<file path="src/rtl/clock_time_counter_pkg.sv">
// rtl/clock_time_counter_pkg.sv - shared FSM encodings, BCD limits and digit helper for the time counter
package clock_time_counter_pkg;

  typedef enum logic [1:0] {
    ST_RUN      = 2'b00,
    ST_SET_HOUR = 2'b01,
    ST_SET_MIN  = 2'b10
  } state_t;

  // Limits held as two-digit BCD so they compare directly against the field registers
  localparam logic [7:0] SEC_MAX  = 8'h59;
  localparam logic [7:0] MIN_MAX  = 8'h59;
  localparam logic [7:0] HOUR_MAX = 8'h23;

  localparam int DEFAULT_TICK_DIV  = 1000;
  localparam int DEFAULT_DB_CYCLES = 20;

  function automatic logic [7:0] bcd_next(input logic [7:0] v, input logic [7:0] lim);
    if (v == lim) return 8'h00;
    if (v[3:0] == 4'd9) return {v[7:4] + 4'd1, 4'd0};
    return {v[7:4], v[3:0] + 4'd1};
  endfunction

endpackage

</file>
<file path="src/rtl/btn_conditioner.sv">
// rtl/btn_conditioner.sv - button synchroniser, stable-level filter and single rising-edge press pulse
module btn_conditioner
  import clock_time_counter_pkg::*;
#(
  parameter int DB_CYCLES = DEFAULT_DB_CYCLES
) (
  input  logic clk1,
  input  logic rst_n,
  input  logic i_btn,
  output logic o_press
);

  localparam int CW = $clog2(DB_CYCLES + 1);
  localparam logic [CW-1:0] CNT_LAST = CW'(DB_CYCLES - 1);

  logic [1:0]    r_sync;
  logic [CW-1:0] r_cnt;
  logic          r_level;
  logic          r_press;

  // Any disagreement with the accepted level must persist DB_CYCLES cycles in a row
  always_ff @(posedge clk1 or negedge rst_n) begin
    if (!rst_n) begin
      r_sync  <= 2'b00;
      r_cnt   <= '0;
      r_level <= 1'b0;
      r_press <= 1'b0;
    end else begin
      r_sync  <= {r_sync[0], i_btn};
      r_press <= 1'b0;
      if (r_sync[1] == r_level) begin
        r_cnt <= '0;
      end else if (r_cnt == CNT_LAST) begin
        r_cnt   <= '0;
        r_level <= r_sync[1];
        r_press <= r_sync[1];
      end else begin
        r_cnt <= r_cnt + 1'b1;
      end
    end
  end

  assign o_press = r_press;

endmodule

</file>
<file path="src/rtl/clock_time_counter.sv">
// rtl/clock_time_counter.sv - HH:MM:SS BCD time-of-day counter with prescaler and hour/minute set FSM
module clock_time_counter
  import clock_time_counter_pkg::*;
#(
  parameter int TICK_DIV  = DEFAULT_TICK_DIV,
  parameter int DB_CYCLES = DEFAULT_DB_CYCLES
) (
  input  logic       clk1,
  input  logic       rst_n,
  input  logic       btn_mode,
  input  logic       btn_inc,
  output logic [7:0] op0,
  output logic [7:0] op1,
  output logic [7:0] op2,
  output logic [7:0] op3,
  output logic [7:0] op4,
  output logic [7:0] op5,
  output logic [1:0] set_mode,
  output logic       sec_tick
);

  localparam int PW = (TICK_DIV > 1) ? $clog2(TICK_DIV) : 1;
  localparam logic [PW-1:0] PRESC_LAST = PW'(TICK_DIV - 1);

  state_t        r_state;
  logic [PW-1:0] r_presc;
  logic          r_sec_tick;
  logic [7:0]    r_hh;
  logic [7:0]    r_mm;
  logic [7:0]    r_ss;
  logic          w_mode_p;
  logic          w_inc_p;

  btn_conditioner #(.DB_CYCLES(DB_CYCLES)) u_btn_mode (
    .clk1    (clk1),
    .rst_n   (rst_n),
    .i_btn   (btn_mode),
    .o_press (w_mode_p)
  );

  btn_conditioner #(.DB_CYCLES(DB_CYCLES)) u_btn_inc (
    .clk1    (clk1),
    .rst_n   (rst_n),
    .i_btn   (btn_inc),
    .o_press (w_inc_p)
  );

  // A mode press always wins over inc and over a pending second advance
  always_ff @(posedge clk1 or negedge rst_n) begin
    if (!rst_n) begin
      r_state    <= ST_RUN;
      r_presc    <= '0;
      r_sec_tick <= 1'b0;
      r_hh       <= 8'h00;
      r_mm       <= 8'h00;
      r_ss       <= 8'h00;
    end else begin
      r_sec_tick <= 1'b0;
      case (r_state)
        ST_RUN: begin
          if (w_mode_p) begin
            r_state <= ST_SET_HOUR;
            r_ss    <= 8'h00;
            r_presc <= '0;
          end else begin
            if (r_sec_tick) begin
              r_ss <= bcd_next(r_ss, SEC_MAX);
              if (r_ss == SEC_MAX) begin
                r_mm <= bcd_next(r_mm, MIN_MAX);
                if (r_mm == MIN_MAX) r_hh <= bcd_next(r_hh, HOUR_MAX);
              end
            end
            if (r_presc == PRESC_LAST) begin
              r_presc    <= '0;
              r_sec_tick <= 1'b1;
            end else begin
              r_presc <= r_presc + 1'b1;
            end
          end
        end
        ST_SET_HOUR: begin
          if (w_mode_p)     r_state <= ST_SET_MIN;
          else if (w_inc_p) r_hh    <= bcd_next(r_hh, HOUR_MAX);
        end
        ST_SET_MIN: begin
          if (w_mode_p) begin
            r_state <= ST_RUN;
            r_presc <= '0;
          end else if (w_inc_p) begin
            r_mm <= bcd_next(r_mm, MIN_MAX);
          end
        end
        default: begin
          r_state <= ST_RUN;
          r_presc <= '0;
        end
      endcase
    end
  end

  assign op0      = {4'h0, r_hh[7:4]};
  assign op1      = {4'h0, r_hh[3:0]};
  assign op2      = {4'h0, r_mm[7:4]};
  assign op3      = {4'h0, r_mm[3:0]};
  assign op4      = {4'h0, r_ss[7:4]};
  assign op5      = {4'h0, r_ss[3:0]};
  assign set_mode = r_state;
  assign sec_tick = r_sec_tick;

endmodule

</file>
<file path="config.mk">
export PLATFORM = sky130hd
export DESIGN_NAME = clock_time_counter
export DESIGN_NICKNAME = d
export VERILOG_FILES = /design/src/rtl/clock_time_counter_pkg.sv /design/src/rtl/btn_conditioner.sv /design/src/rtl/clock_time_counter.sv
export SDC_FILE = /design/constraint.sdc
export NUM_CORES = 1
export LEC_CHECK = 0
export CAP_MARGIN = 20
export CORE_MARGIN = 1.5
export CORE_UTILIZATION = 37
export CTS_CLUSTER_SIZE = 8
export DETAILED_ROUTE_END_ITERATION = 8
export MAX_ROUTING_LAYER = met4
export SLEW_MARGIN = 40
export SYNTH_ARGS = -nofsm -noshare
export SYNTH_HDL_FRONTEND = slang
export SYNTH_SLANG_ARGS = --single-unit
export TNS_END_PERCENT = 10
</file>
<file path="constraint.sdc">
create_clock -name clk1 -period 2.5 [get_ports clk1]
set_clock_uncertainty 0.1 [all_clocks]
set_input_delay 0.375 -clock clk1 [delete_from_list [all_inputs] [get_ports clk1]]
set_output_delay 0.375 -clock clk1 [all_outputs]
set_load 0.02 [all_outputs]
</file>
# Word level (Yosys, flattened, before mapping)
# Cells that the tools add are included.
[totals]
ff_bits = 55
input_bits = 4
[classes]
addsub = 9
eq_ne = 28
reduce_logical = 15
mux = 97
n_bitwise = 3
[op_table]
columns = ["operator", "n"]
rows = [
  ["$mux W8", 29],
  ["$mux W1", 54],
  ["$pmux W8 S2", 2],
  ["$mux W10", 3],
  ["$pmux W10 S3", 1],
  ["$add A4 B1 Y4 const B", 6],
  ["$mux W5", 4],
  ["$eq A8 B7 Y1 const B", 2],
  ["$eq A4 B4 Y1 const B", 3],
  ["$ne A2 B2 Y1 const B", 6],
  ["$ne A3 B3 Y1 const B", 4],
  ["$add A10 B1 Y10 const B", 1],
  ["$add A5 B1 Y5 const B", 2],
  ["$eq A10 B10 Y1 const B", 1],
  ["$eq A5 B5 Y1 const B", 2],
  ["$ne A2 B1 Y1 const B", 5],
  ["$reduce_and A9 Y1", 1],
  ["$eq A8 B6 Y1 const B", 1],
  ["$reduce_and A2 Y1", 4],
  ["$reduce_and A8 Y1", 1],
  ["$reduce_and A7 Y1", 1],
  ["$mux W2", 3],
  ["$pmux W2 S3", 1],
  ["$reduce_and A3 Y1", 2],
  ["8 further kinds", 13],
]

# Longest topological paths before layout
# Gate-level depths: netlist of the first run.
[depth]
word_depth = 20
mapped_depth = 7
mapped_depth_nobuf = 6

# Cells and area by module
# From an unflattened synthesis of the first run, not the netlist that was laid out.
[unflattened]
cells_unflattened = 301
area_unflattened_um2 = 3086.7
[by_module_without_submodules]
columns = ["module", "area_each_um2", "n_inst", "cells_each"]
rows = [
  ["clock_time_counter", 2336.0, 1, 243],
  ["btn_conditioner", 375.4, 2, 29],
]

# Worst setup path before layout of the first run
# OpenSTA, ideal clock, no wires.
[synth_timing]
path_type = "reg2reg"
startpoint = "register r_ss[0]"
endpoint = "register r_mm[7]"
setup_time_ns = 0.125
path_buffers = 0
required_time_ns = 2.275
stages_incl_launch_ff = 6
t_arrival_ns = 2.005
setup_slack_ns = 0.270
cell_sequence = "dfrtp_1 -> ha_1 -> nand3b_4 -> o31a_1 -> or4_4 -> mux2_4"
[synth_between]
elab_chain_cells = 3
[synth_rtl]
columns = ["item", "line_no", "text"]
rows = [
  ["start: declaration", "clock_time_counter.sv:30", "logic [7:0] r_ss;"],
  ["start signal: assignment", "clock_time_counter.sv:67", "r_ss <= bcd_next(r_ss, SEC_MAX);"],
  ["$eq A8 B7 Y1", "clock_time_counter.sv:68", "if (r_ss == SEC_MAX) begin"],
  ["$ne A2 B2 Y1 (no line)", "-", ""],
  ["$reduce_and A8 Y1 (no line)", "-", ""],
  ["end signal: assignment", "clock_time_counter.sv:69", "r_mm <= bcd_next(r_mm, MIN_MAX);"],
  ["end signal: assignment", "clock_time_counter.sv:90", "r_mm <= bcd_next(r_mm, MIN_MAX);"],
  ["end: declaration", "clock_time_counter.sv:29", "logic [7:0] r_mm;"],
]
# No other way between the ends.
# A chain may end at the register's enable or synchronous reset.

# Worst setup path in the final report of the first run
[layout_timing]
startpoint = "register r_ss[1]"
endpoint = "register r_hh[2]"
[layout_between]
elab_chain_cells = 3
[layout_rtl]
columns = ["item", "line_no", "text"]
rows = [
  ["$eq A8 B7 Y1", "clock_time_counter.sv:68", ""],
  ["$ne A2 B2 Y1 (no line)", "-", ""],
  ["$reduce_and A7 Y1 (no line)", "-", ""],
  ["end signal: assignment", "clock_time_counter.sv:70", "if (r_mm == MIN_MAX) r_hh <= bcd_next(r_hh, HOUR_MAX);"],
  ["end signal: assignment", "clock_time_counter.sv:83", "else if (w_inc_p) r_hh <= bcd_next(r_hh, HOUR_MAX);"],
  ["end: declaration", "clock_time_counter.sv:28", "logic [7:0] r_hh;"],
]
# No other way between the ends.

==> flow_metrics.py, run 1 <==
metrics = {
    "outcome": {
        "outcome": "completed",
    },
    "critical_path": {
        "critPathMaxFanout": 11,
        "crit_buf_inv": 2,
        "crit_path_start_kind": "register",
        "path_class": "register to register",
        "cp.arrival_ns": 2.41,
        "worst_setup_path_end_kind": "register",
        "cp.required_ns": 2.60,
        "cp_top_family": "compound AO/OA/AOI/OAI gates",
        "cpMaxStageDelayCell": "o41ai_1",
        "slowest_delay_ns": 0.57,
        "crit_chain": "inv_1, ha_1, nand3b_4, o41ai_1, buf_4, nand3_1, mux2_1",
    },
    "routing": {
        "detail_route.iter0.violations": 147,
        "wire_per_inst_um": 13.2,
        "num_vias": 2222,
        "drt-vias-per-instance": 5.07,
        "dr.pass1.iters": 4,
        "route.detailed.drc": 0,
        "antenna_left": 0,
        "finalWirelength_mm": 5.78,
    },
    "yosys": {
        "yosysMostFrequentCell": "dfrtp_1",
        "ys_ff_latch": 55,
        "syn_area_per_cell_um2": 10.1,
        "synth_area_um2": 3030,
        "synth_edf_count": 0,
        "synth_area_leaders": "dfrtp_1 (45%), ha_1 (6.2%), buf_4 (6.0%)",
        "synth_commonest_cells": "dfrtp_1 (55), nor2_1 (28), buf_4 (24)",
        "synth_ff_type": "dfrtp_1",
        "synthArstFlopShare_pct": 100,
        "synth_top_area_cell": "dfrtp_1",
        "ys_types": 55,
        "synth_top_area_share_pct": 45.5,
        "yosysWarnings": 0,
        "synth-seq-area-share_pct": 45.5,
        "syn_inst": 299,
    },
    "flow_run": {
        "drv_cap": 0,
    },
    "global_route": {
        "grtUsageMet3_pct": 2.93,
        "grt_pass1_vias": 2210,
        "grt-ovfl-total": 0,
        "grt_pass1_wl_mm": 10.0,
        "antenna_found_initial": 0,
        "met1_usage_pct": 19.0,
        "grt_max_degree": 56,
        "busiest_layer": "met2",
        "grtUsageTotal_pct": 14.6,
        "grt_use_met2_pct": 22.8,
    },
    "cells_and_area": {
        "antenna_cells": 0,
        "syn_to_final_growth_pct": 15.2,
        "drive_gt1_share_pct": 7.14,
        "nNetsFinal": 354,
    },
    "floorplan": {
        "fp-row-count": 32,
        "die_x_um": 93.4,
        "io_pins": 55,
        "die_h_um": 93.4,
        "initial_utilization_pct": 38.8,
        "core_region_area_um2": 7810,
        "die-area_um2": 8730,
    },
    "sta": {
        "worst-slew-pin-transition_ns": 0.613,
        "rsz0062_at_grt": "false",
        "min_period_over_period_pct": 92.7,
        "fin_crit_ns": 2.32,
        "hold_viol": 0,
        "timing.fmax_ghz": 0.432,
        "setup_violations": 0,
        "fin_ws_ns": 0.183,
        "relSlewSlack_pct": 58.7,
        "maxSlewViolCount": 0,
        "setup_tns_ns": 0,
    },
    "cts": {
        "htree_levels": 2,
        "cts_tree": "done",
        "cts_setup_buffers": 0,
        "clk_path_buf_depth": 2,
        "cts_made_buffers": 5,
        "ctsHoldBuffers": 1,
        "post_cts_resized": 0,
        "root_buffer": "clkbuf_8",
        "clkLatencyLatePin_ns": 0.31,
        "cts_num_sinks": 55,
        "path_clk_slew_ns": 0.10,
    },
    "pwr": {
        "ir_drop_v": 0.000350,
        "powerDensity_nw_per_um2": 455,
        "power_leakage_uw": 0.00158,
    },
    "placed_design": {
        "gp_congestion": 0.768,
        "io_buffers": 30,
        "post-place-ws_ns": 0.251,
        "dp.final_hpwl_mm": 4.12,
    },
    "worst_hold_path": {
        "hold_path.class": "register to register",
    },
}
where the power goes:
part           switching [µW]  total (µW)  internal, µW
clock network             301         528           227
logic                    70.4         105          34.6
registers                34.0         954           920
total                     406        1590          1180
cell usage in the layout (no fill, tap or decap), types with 5 or more instances in the layout:
cell type,synthesis,final
nand2_1,16,16
dfrtp_1,55,55
xnor2_1,8,8
conb_1,1,24
o31ai_1,6,6
clkdlybuf4s50_1,0,29
nor3_1,6,6
ha_1,15,15
inv_1,8,8
mux2_2,5,5
nor2_1,28,28
a22o_1,6,6
nor4_1,5,5
xor2_1,8,8
a21oi_1,6,6
nand3_1,22,22
clkbuf_8,0,6
o21ai_0,7,7
final timing paths:
check / from / to / slack [ns] / depth (start not counted)
min in group asynchronous: rst_n / u_btn_inc.r_cnt[2] / 0.47 / 3
setup / recovery: r_ss[1] / r_hh[2] / 0.18 / 7
hold reg to reg: u_btn_inc.r_sync[0] / u_btn_inc.r_sync[1] / 0.26 / 0
hold / removal: u_btn_inc.r_sync[0] / u_btn_inc.r_sync[1] / 0.26 / 0
max in group asynchronous: rst_n / set_mode[1] / 1.55 / 3
setup reg to reg: r_ss[1] / r_hh[2] / 0.18 / 7
area by class of cell:
type | instances | area [µm²]
Sequential cell | 55 | 1380
Multi-Input combinational cell | 230 | 1510
Clock inverter | 2 | 16.3
Clock buffer | 6 | 82.6
Timing Repair Buffer | 35 | 348
Inverter | 8 | 30.0
Fill cell | 733 | 4320
Tap cell | 102 | 128
per-stage QoR:
step / utilization (%) / total power, µW / cells / hold slack, ns / cell area [µm²]
2_1_floorplan: - / 1070 / 322 / -0.0206 / 3110
3_3_place_gp: 43.3 / 1080 / 429 / 0.239 / 3380
3_5_place_dp: 43.3 / 1080 / 429 / 0.235 / 3380
4_1_cts: 44.6 / 1610 / 438 / 0.259 / 3490
5_1_grt: 44.6 / 1670 / 438 / 0.281 / 3490
6_report: 44.6 / 1590 / 438 / 0.257 / 3490
worst reg2reg max path: stages (launching register included):
cell and delay, ns:
dfrtp_1 0.43, inv_1 0.09, ha_1 0.21, nand3b_4 0.14, o41ai_1 0.57, buf_4 0.26, nand3_1 0.09, mux2_1 0.31
flip-flops by register name, indices dropped and copies added (netlist names):
register,count
r_hh,8
r_mm,8
r_presc,10
r_ss,8
sec_tick,1
set_mode,2
u_btn_inc.o_press,1
u_btn_inc.r_cnt,5
u_btn_inc.r_level,1
u_btn_inc.r_sync,2
u_btn_mode.o_press,1
u_btn_mode.r_cnt,5
u_btn_mode.r_level,1
u_btn_mode.r_sync,2
routing by layer:
layer  routed length, µm  vias up  share of wire [%]
li1                    -     1090                  -
met1                2780     1081                 48
met2                2720       44                 47
met3                 196        7                3.4
met4                  79        0                1.4
met5                   0        -                  0
cells by family after synthesis:
kind of cell,after synthesis,share of synthesized area [%]
xor gates and xnor gates,16,4.63
buffers and inverters,37,7.65
muxes,10,3.72
and+or+nand+nor,120,21.9
AOI/OAI and AO/OA,45,10.3
other,1,0.124
DFF,55,45.5
adders and majority gates,15,6.20
Power figures use the tool's default switching activity.
==> inputs of run 2 (changes only) <==
==> constraint.sdc (replaced) <==
create_clock -name clk1 -period 2.5 [get_ports clk1]
set_clock_uncertainty 0.1 [all_clocks]
set_input_delay 0.5 -clock clk1 [delete_from_list [all_inputs] [get_ports clk1]]
set_output_delay 0.5 -clock clk1 [all_outputs]
set_load 0.02 [all_outputs]
==> run 2 against run 1 <==
  * Utilization up 0.34 points
  * Largest power group unchanged
  * Largest cell class unchanged
  * Setup slack improved by 0.089 ns
  * Design area rose by 0.75%
==> flow_metrics.py, run 2 (synthesis gave the netlist of run 1 again) <==
metrics = {
    "sta": {
        "worst-slew-pin-transition_ns": 0.616,
        "setup_tns_ns": 0,
        "hold_viol": 0,
        "setup_violations": 0,
        "min_period_over_period_pct": 89.1,
        "relSlewSlack_pct": 58.5,
        "maxSlewViolCount": 0,
        "fin_crit_ns": 2.23,
        "rsz0062_at_grt": "false",
        "timing.fmax_ghz": 0.449,
    },
    "critical_path": {
        "worst_setup_path_end_kind": "register",
        "rrSetupSlack_ns": 0.27,
        "rr_worst_depth": 6,
        "crit_chain": "inv_1, ha_1, nand3b_4, o31a_1, or4_4, mux2_4",
        "reg2reg_from": "r_ss[1]",
        "cp.arrival_ns": 2.34,
        "cp-endpoint": "r_mm[7]",
        "slowest_delay_ns": 0.49,
        "cpMaxStageDelayCell": "or4_4",
        "crit_buf_inv": 1,
        "critPathMaxFanout": 9,
        "crit_path_start_kind": "register",
        "crit_cells": 6,
        "cp-startpoint": "r_ss[1]",
        "timing.rr.end": "r_mm[7]",
        "path_class": "register to register",
        "cp.required_ns": 2.61,
        "cp_top_family": "simple AND/OR/NAND/NOR gates",
    },
    "cells_and_area": {
        "final_area_um2": 3510,
        "final_cell_mix": "dfrtp_1 (55), clkdlybuf4s50_1 (29), nor2_1 (28)",
        "final_core_util_pct": 45.0,
        "largest_reg_flops": 10,
        "syn_to_final_growth_pct": 16.0,
        "regArea_um2": 1380,
        "final_common_cell": "dfrtp_1",
        "num-fill-cells": 778,
        "multi_input_area_um2": 1510,
        "top_register": "r_presc",
        "layout.cells.non_filler": 440,
        "antenna_cells": 0,
        "drive_gt1_share_pct": 7.99,
        "nNetsFinal": 356,
    },
    "global_route": {
        "busiest_layer": "met2",
        "grt_pass1_wl_mm": 9.92,
        "met1_usage_pct": 19.1,
        "grt-ovfl-total": 0,
        "grtUsageTotal_pct": 14.4,
        "grt_pass1_vias": 2179,
        "grt_use_met2_pct": 23.4,
        "grt_max_degree": 27,
        "antenna_found_initial": 0,
        "grtUsageMet3_pct": 2.68,
    },
    "floorplan": {
        "die_x_um": 93.4,
        "io_pins": 55,
        "die_h_um": 93.4,
        "core_region_area_um2": 7810,
        "fp-row-count": 32,
        "die-area_um2": 8730,
        "initial_utilization_pct": 38.8,
    },
    "cts": {
        "cts_tree": "done",
        "clk_path_buf_depth": 2,
        "post_cts_resized": 0,
        "cts_made_buffers": 5,
        "clkLatencyLatePin_ns": 0.31,
        "cts_setup_buffers": 0,
        "path_clk_slew_ns": 0.11,
        "cts_num_sinks": 55,
        "ctsHoldBuffers": 0,
        "htree_levels": 2,
        "root_buffer": "clkbuf_8",
    },
    "flow_run": {
        "drv_cap": 0,
    },
    "pwr": {
        "power_leakage_uw": 0.00160,
        "p_sw_uw": 397,
        "seqPwrFrac_pct": 57.9,
        "power.internal_uw": 1250,
        "clkPwrFrac_pct": 35.7,
        "powerDensity_nw_per_um2": 470,
        "comb_power_share_pct": 6.4,
        "swShare_pct": 24.0,
        "ir_drop_v": 0.000227,
    },
    "routing": {
        "detail_route.iter0.violations": 111,
        "drt-vias-per-instance": 5.06,
        "num_vias": 2225,
        "dr.pass1.iters": 4,
        "antenna_left": 0,
        "wire_per_inst_um": 12.9,
        "route.detailed.drc": 0,
        "finalWirelength_mm": 5.67,
    },
    "placed_design": {
        "gp_congestion": 0.796,
        "io_buffers": 30,
        "dpl_cell_area_um2": 3400,
        "dp.cells": 432,
        "dp.final_hpwl_mm": 4.31,
    },
    "worst_hold_path": {
        "hold_path.class": "input port to asynchronous set/reset pin",
    },
    "outcome": {
        "outcome": "completed",
    },
}
[run 2: power groups by stage]
stage | Clock, µW | Sequential (µW) | Combinational, µW
after floorplan | 0 | 964 | 103
after global placement | 0 | 971 | 107
after detailed placement | 0 | 972 | 109
after CTS | 613 | 955 | 109
after global routing | 650 | 962 | 124
final | 590 | 955 | 106
[run 2: how the worst min path moves through the flow]
stage / slack [ns] / end / start / depth (start not counted)
finish: 0.05 / sec_tick / rst_n / 1
global route: 0.07 / sec_tick / rst_n / 1
CTS: 0.06 / sec_tick / rst_n / 1
detailed placement: 0.24 / u_btn_inc.r_sync[1] / u_btn_inc.r_sync[0] / 0
global placement: 0.24 / u_btn_inc.r_sync[1] / u_btn_inc.r_sync[0] / 0
floorplan: 0.10 / r_hh[0] / rst_n / 0
[run 2: area by class of cell]
class,count,area share [%]
Multi-Input combinational cell,230,42.9
Sequential cell,55,39.2
Timing Repair Buffer,37,10.3
Tap cell,102,3.63
Clock buffer,5,1.96
Clock inverter,3,1.25
Inverter,8,0.855
[run 2: worst reg2reg max path: cells and delay by family (launching register included)]
kind,cells,cell delay [ns]
simple gates,2,0.64
flops,1,0.44
compound gates,1,0.36
mux,1,0.30
fa+ha+maj,1,0.20
buf+inv,1,0.09
[run 2: stage by stage]
stage               power [µW]  setup WS [ns]  hold WS, ns
floorplan                 1070          0.270        0.104
global placement          1080          0.318        0.235
detailed placement        1080          0.274        0.236
CTS                       1680          0.258       0.0580
global route              1740          0.156       0.0735
finish                    1650          0.272       0.0483
[run 2: routing by layer]
layer	vias up	wire, µm
li1	1099	-
met1	1079	2740
met2	45	2760
met3	2	162
met4	0	14
met5	-	0
==> inputs of run 3 (changes only) <==
--- a/config.mk
+++ b/config.mk
@@ -11,7 +11,7 @@
 export CTS_CLUSTER_SIZE = 8
 export DETAILED_ROUTE_END_ITERATION = 8
 export MAX_ROUTING_LAYER = met4
-export SLEW_MARGIN = 40
+export SLEW_MARGIN = 30
 export SYNTH_ARGS = -nofsm -noshare
 export SYNTH_HDL_FRONTEND = slang
 export SYNTH_SLANG_ARGS = --single-unit
==> results of run 3 <==
No change in the layout: final DEF, timing and power equal those of run 2.
